[config.mk]
export PLATFORM = sky130hd
export DESIGN_NAME = keymap_controls
export DESIGN_NICKNAME = d
export VERILOG_FILES = /design/src/rtl/keymap_controls.sv
export SDC_FILE = /design/constraint.sdc
export NUM_CORES = 1
export LEC_CHECK = 0
export CAP_MARGIN = 20
export CORE_UTILIZATION = 68
export DETAILED_ROUTE_END_ITERATION = 6
export DONT_BUFFER_PORTS = 1
export PLACE_DENSITY = 0.83
export SYNTH_ARGS = -nofsm -noshare
export SYNTH_HDL_FRONTEND = slang
export SYNTH_SLANG_ARGS = --single-unit
[constraint.sdc]
create_clock -name clk -period 7.4 [get_ports clk]
set_clock_uncertainty 0.15 [all_clocks]
set_input_delay 1.11 -clock clk [delete_from_list [all_inputs] [get_ports clk]]
set_output_delay 1.11 -clock clk [all_outputs]
set_load 0.005 [all_outputs]
[src/rtl/keymap_controls.sv]
// keymap_controls: maps a keycode event stream onto per-key held levels,
// one-cycle press pulses, make holdoff and (with KEYMAP_AUTOREPEAT_EN) autorepeat.
// Ports:
//   clk, rst (sync, active-high)
//   keycode[15:8]==F0 means break; keycode[7:0] is the scan code
//   keycode_valid qualifies keycode
//   held, press_pulse, any_held are registered outputs
// Macro: KEYMAP_AUTOREPEAT_EN enables the per-channel repeat counters.
module keymap_controls #(
  parameter int NUM_KEYS = 4,
  parameter logic [NUM_KEYS*8-1:0] KEY_CODES =
    {8'h1C, 8'h23, 8'h1B, 8'h1D},
  parameter int HOLDOFF_CYCLES = 10000,
  parameter int REPEAT_DELAY = 5_000_000,
  parameter int REPEAT_PERIOD = 1_000_000
) (
  input  logic                clk,
  input  logic                rst,
  input  logic [15:0]         keycode,
  input  logic                keycode_valid,
  output logic [NUM_KEYS-1:0] held,
  output logic [NUM_KEYS-1:0] press_pulse,
  output logic                any_held
);

  localparam int HW = (HOLDOFF_CYCLES > 0) ?
    $clog2(HOLDOFF_CYCLES + 1) : 1;

  typedef enum logic [1:0] {
    S_IDLE,
    S_DOWN,
    S_HOLD
  } st_e;

  st_e                 st_q   [NUM_KEYS];
  st_e                 st_d   [NUM_KEYS];
  logic [HW-1:0]       hcnt_q [NUM_KEYS];
  logic [HW-1:0]       hcnt_d [NUM_KEYS];
  logic [NUM_KEYS-1:0] held_q, held_d;
  logic [NUM_KEYS-1:0] pulse_q, pulse_d;
  logic                any_q;
  logic [NUM_KEYS-1:0] hit;
  logic [NUM_KEYS-1:0] rep_fire;
  logic                is_brk;

  assign is_brk = (keycode[15:8] == 8'hF0);

  always_comb begin
    hit = '0;
    for (int i = 0; i < NUM_KEYS; i++)
      hit[i] = keycode_valid &&
        (keycode[7:0] == KEY_CODES[8*i +: 8]);
  end

  always_ff @(posedge clk) begin
    if (rst) begin
      for (int i = 0; i < NUM_KEYS; i++) begin
        st_q[i]   <= S_IDLE;
        hcnt_q[i] <= '0;
      end
      held_q  <= '0;
      pulse_q <= '0;
      any_q   <= 1'b0;
    end else begin
      for (int i = 0; i < NUM_KEYS; i++) begin
        st_q[i]   <= st_d[i];
        hcnt_q[i] <= hcnt_d[i];
      end
      held_q  <= held_d;
      pulse_q <= pulse_d;
      any_q   <= |held_d;
    end
  end

  // Holdoff leaves on the cycle the counter drops to zero, so a make
  // strobed HOLDOFF_CYCLES+1 cycles after the break is the first accepted.
  always_comb begin
    for (int i = 0; i < NUM_KEYS; i++) begin
      st_d[i]   = st_q[i];
      hcnt_d[i] = hcnt_q[i];
      unique case (st_q[i])
        S_IDLE: begin
          if (hit[i] && !is_brk)
            st_d[i] = S_DOWN;
        end
        S_DOWN: begin
          if (hit[i] && is_brk) begin
            if (HOLDOFF_CYCLES == 0) begin
              st_d[i] = S_IDLE;
            end else begin
              st_d[i]   = S_HOLD;
              hcnt_d[i] = HW'(HOLDOFF_CYCLES);
            end
          end
        end
        S_HOLD: begin
          if (hcnt_q[i] <= HW'(1)) begin
            st_d[i]   = S_IDLE;
            hcnt_d[i] = '0;
          end else begin
            hcnt_d[i] = hcnt_q[i] - HW'(1);
          end
        end
        default: begin
          st_d[i]   = S_IDLE;
          hcnt_d[i] = '0;
        end
      endcase
    end
  end

  // A break moves the channel out of DOWN, which masks a coincident
  // repeat. Masking on pulse_q keeps pulses from running back to back.
  always_comb begin
    held_d  = '0;
    pulse_d = '0;
    for (int i = 0; i < NUM_KEYS; i++) begin
      held_d[i]  = (st_d[i] == S_DOWN);
      pulse_d[i] = !pulse_q[i] && (st_d[i] == S_DOWN) &&
        ((st_q[i] != S_DOWN) || rep_fire[i]);
    end
  end

`ifdef KEYMAP_AUTOREPEAT_EN
  localparam int RMAX = (REPEAT_DELAY > REPEAT_PERIOD) ?
    REPEAT_DELAY : REPEAT_PERIOD;
  localparam int RW = $clog2(RMAX + 1);

  logic [RW-1:0]       rcnt_q [NUM_KEYS];
  logic [RW-1:0]       rcnt_d [NUM_KEYS];
  logic [NUM_KEYS-1:0] rsub_q, rsub_d;
  logic [RW-1:0]       thr;

  // rsub marks that the first (delay) repeat has already fired.
  always_comb begin
    rep_fire = '0;
    rsub_d   = '0;
    thr      = '0;
    for (int i = 0; i < NUM_KEYS; i++) begin
      thr = rsub_q[i] ? RW'(REPEAT_PERIOD) : RW'(REPEAT_DELAY);
      rep_fire[i] = (st_q[i] == S_DOWN) &&
        (rcnt_q[i] == thr - RW'(1));
      rcnt_d[i] = '0;
      if (st_q[i] == S_DOWN && st_d[i] == S_DOWN) begin
        if (rep_fire[i]) begin
          rsub_d[i] = 1'b1;
        end else begin
          rsub_d[i] = rsub_q[i];
          rcnt_d[i] = (rcnt_q[i] == {RW{1'b1}}) ?
            rcnt_q[i] : rcnt_q[i] + RW'(1);
        end
      end
    end
  end

  always_ff @(posedge clk) begin
    if (rst) begin
      for (int i = 0; i < NUM_KEYS; i++)
        rcnt_q[i] <= '0;
      rsub_q <= '0;
    end else begin
      for (int i = 0; i < NUM_KEYS; i++)
        rcnt_q[i] <= rcnt_d[i];
      rsub_q <= rsub_d;
    end
  end
`else
  assign rep_fire = '0;
`endif

  assign held        = held_q;
  assign press_pulse = pulse_q;
  assign any_held    = any_q;

endmodule

# == Word-level counts from Yosys, hierarchy flattened ==
# Memory sizes are Yosys's and may differ from the RTL's.
# Index checks and enable logic that the tools add are counted.
# op_classes
n_mux,39
add_sub_neg,4
eq_ne,21
order_cmp,4
n_reduce_logical,30
n_bitwise,8
# op_table
operator,count
$mux W14,12
$pmux W14 S3,4
$le A14 B1 Y1 const B,4
$sub A14 B1 Y14 const B,4
$mux W2,16
$eq A8 B5 Y1 const B,3
$pmux W2 S3,4
$logic_and A1 B1 Y1,20
$eq A2 B1 Y1 const B,8
$eq A2 B2 Y1 const B,4
$eq A8 B6 Y1 const B,1
$eq A8 B8 Y1 const B,1
$logic_not A2 Y1,4
$ne A2 B1 Y1 const B,4
$or A1 B1 Y1,8
$logic_not A1 Y1,5
$reduce_or A4 Y1,1
$mux W1,3
# word_totals
mem_count,2
mem_bits_rw,64
word_cells,111
regBits,9
inputBits,19
# mem_list
name,depth,width,read_ports,rd_clocked_by_memory_dff,wr,line_no,source
hcnt_q,4,14,4,0,4,37,logic [HW-1:0] hcnt_q [NUM_KEYS];
st_q,4,2,4,0,4,35,st_e st_q [NUM_KEYS];

# == Longest topological paths before layout ==
# logic_depth
depth_word,8
ltp_mapped,9

# == Worst setup path after synthesis ==
# No wires, ideal clock.
# synth_path
path_type,input port to flip-flop
startpoint,input keycode[9]
endpoint,"register any_q, in the netlist any_held"
arrival_time_ps,2987
stages,6
path_slack_ps,4129
setup_time_ps,135
path_buffers,0
path_cell_list,or4_1 -> nor2_1 -> a41oi_1 -> nor4_1 -> nor2b_1 -> or4_4
# synth_via
elab_chain_cells,7
word_cells_on_any_way,27
# synth_rtl
item,line_no,source
"start, declared",19,"input logic [15:0] keycode,"
$eq A8 B8 Y1 (*),46,assign is_brk = (keycode[15:8] == 8'hF0);
$logic_not A1 Y1,83,if (hit[i] && !is_brk)
$logic_and A1 B1 Y1,83,
$mux W2,83,
$pmux W2 S3,81,unique case (st_q[i])
$eq A2 B1 Y1,118,held_d[i] = (st_d[i] == S_DOWN);
$reduce_or A4 Y1 (*),71,any_q <= |held_d;
"end signal, assigned",71,
"end, declared",41,logic any_q;
# Mark *: on every way between the ends. The rest lies on a longest branch, timed or not.
# A chain may end at the register's enable or synchronous reset.

# == Worst setup path after layout ==
# Ends and elaborated chain as after synthesis.

==> flow_metrics.env <==
export IMPL_status="finished, final reports clean"
export IMPL_final_common_cell="nor2_1"
export IMPL_finalNetCount=528
export IMPL_report_power_total_w=0.000737
export IMPL_met2_usage=0.519
export IMPL_cp_arrival_ps=3360
export IMPL_drtAntennaViolNets=0
export IMPL_crit_path_end_kind="flop"
export IMPL_multi_input_area_mm2=0.00242
export IMPL_fill_cells=430
export IMPL_cts_sinks=73
export IMPL_worst_pin_slew_ps=843
export IMPL_cts_resized_gates=0
export IMPL_clock_root_buffer="clkbuf_8"
export IMPL_syn_num_nets=528
export IMPL_seq_area_mm2=0.00146
export IMPL_layout_common_cells="nor2_1, dfxtp_1, a21oi_1"
export IMPL_grt_usage=0.304
export IMPL_ys_flop_type="dfxtp_1"
export IMPL_insertion_delay_ps=350
export IMPL_place_ws_ps=3390
export IMPL_place_gp_congestion=0.887
export IMPL_via_per_inst=6.35
export IMPL_rr_startpoint="hcnt_q[1][9]$_SDFFE_PP0P_"
export IMPL_synth_area_top_cells="dfxtp_1, ha_1, nor2_1"
export IMPL_setup_tns_ps=0
export IMPL_leakagePower_nw=1.60
export IMPL_fin_util=0.762
export IMPL_numPortBuffers=0
export IMPL_grt_pass1_wl_um=15000
export IMPL_post_drt_wl_per_cell_um=15.8
export IMPL_maxSlewViolCount=0
export IMPL_core_mm2=0.00561
export IMPL_yosysUniqueCellTypes=63
export IMPL_synth_top_area_frac=0.364
export IMPL_power_density_mw_per_mm2=172
export IMPL_hp_start="press_pulse[3]$_SDFF_PP0_"
export IMPL_drive_gt1_frac=0.0757
export IMPL_antenna_cells=0
export IMPL_required_ps=7480
export IMPL_hold_path_class="flop to flop"
export IMPL_cts_buffer_depth=2
export IMPL_route_detailed_drc=0
export IMPL_cts_buffers=9
export IMPL_dp_hpwl_um=6220
export IMPL_finalHoldViolCount=0
export IMPL_min_period_over_period=0.444
export IMPL_period_minus_slack_ps=3280
export IMPL_crit_fanout=7
export IMPL_critical_path_class="input port to flop"
export IMPL_cts_tree="yes"
export IMPL_gr_total_overflow=0
export IMPL_dr_total_vias=3561
export IMPL_cp_start_kind="input port"
export IMPL_die_area_mm2=0.00622
export IMPL_clk_pin_slew_ps=80
export IMPL_ys_ff_latch=73
export IMPL_met3_usage=0.0471
export IMPL_fp_dieH_um=78.9
export IMPL_drtIter0Drc=226
export IMPL_worst_slack_ps=4120
export IMPL_timing_hold_ws_ps=302
export IMPL_row_count=27
export IMPL_setup_worst_path_start="keycode[9]"
export IMPL_yosysWarnings=0
export IMPL_first_global_vias=3378
export IMPL_ys_seq_area_frac=0.364
export IMPL_postCtsSetupRepairBufs=0
export IMPL_htree_levels=3
export IMPL_grt_use_met1=0.372
export IMPL_ios=28
export IMPL_max_clock_freq_mhz=305
export IMPL_slew_headroom=0.433
export IMPL_cap_violations=0
export IMPL_rsz0062_at_grt="no"
export IMPL_die_x_um=78.9
export IMPL_syn_to_final_growth_pct=6.35
export IMPL_routed_wl_um=8880
export IMPL_antenna_found_initial=0
export IMPL_ir_drop_mv=0.137
export IMPL_syn_cell_area_mm2=0.00402
export IMPL_gr_max_usage_layer="met2"
export IMPL_synth_edff_count=0
export IMPL_synthArstFlopShare=0
export IMPL_cts_hold_fix_buffers=0
export IMPL_netlist_instances=485
export IMPL_grt_start_max_net_pins=38
export IMPL_syn_area_per_cell_um2=8.28
export IMPL_dr_pass1_iters=5
export IMPL_yosysTopAreaCell="dfxtp_1"
export IMPL_final_setup_viol_count=0
export IMPL_start_util=0.716
[cells by family after synthesis]
kind of cell	Yosys count	share of synthesized area
AO/OA/AOI/OAI	117	0.194
XOR/XNOR	31	0.0676
adder cells (fa/ha/maj)	24	0.0747
buffers and inverters	36	0.0346
flip-flops	73	0.364
AND/OR/NAND/NOR	204	0.265
[report_power, final]
| group | internal, W | leakage, nW | total [W] | switching, W |
|---|---|---|---|---|
| registers | 0.000393 | 0.588 | 0.000394 | 0.000000768 |
| clock network | 0.000173 | 0.102 | 0.000328 | 0.000155 |
| logic | 0.00000572 | 0.906 | 0.0000147 | 0.00000897 |
| total | 0.000572 | 1.60 | 0.000737 | 0.000165 |
[state kept, by name, summed over array words and instances (netlist names)]
register and count:
st_q 8, held 4, any_held 1, hcnt_q 56, press_pulse 4
[path summary, 6_finish.rpt]
check | end | slack (ps) | cells past startpoint
setup / recovery | any_held$_SDFF_PP0_ | 4120 | 6
hold / removal | press_pulse[3]$_SDFF_PP0_ | 300 | 1
setup reg to reg | any_held$_SDFF_PP0_ | 4680 | 6
hold reg to reg | press_pulse[3]$_SDFF_PP0_ | 300 | 1
[synth_stat cells (5+ instances only)]
cell      instances
nand3_1          14
a22oi_1           6
xor2_1           18
clkbuf_1          9
nor4_1           14
or4_4             5
ha_1             24
a31oi_1           6
dfxtp_1          73
nor2b_1           7
nor3b_1           5
o21ai_0          27
nand2_1          26
nor3_1           18
a21oi_1          28
or4_1             5
inv_1            22
a211oi_1          8
xnor2_1          13
nor2_1           76
[layer usage]
| layer | vias to the layer above | routed length, µm |
|---|---|---|
| li1 | 1752 | - |
| met1 | 1640 | 3900 |
| met2 | 141 | 4290 |
| met3 | 28 | 447 |
| met4 | 0 | 253 |
| met5 | - | 0 |
[through the flow]
step / std cells / area, µm²
after global routing: 561 / 4270
after global placement: 545 / 4060
after floorplan: 485 / 4020
after detailed placement: 545 / 4060
final: 561 / 4270
after CTS: 560 / 4270
[worst max-delay path, stage by stage]
cell	delay (ps)
or4_1	600
nor2_1	370
a41oi_1	200
nor4_1	430
nor2b_1	130
or4_4	520
[cell type report]
class / instances / area share
clock buffers: 11 / 0.0354
multi-input cells: 376 / 0.566
clock inverters: 4 / 0.0120
inverters: 23 / 0.0202
flip-flops and latches: 73 / 0.342
repair buffers: 2 / 0.00351
well taps: 72 / 0.0211
Power figures use the tool's default switching activity.
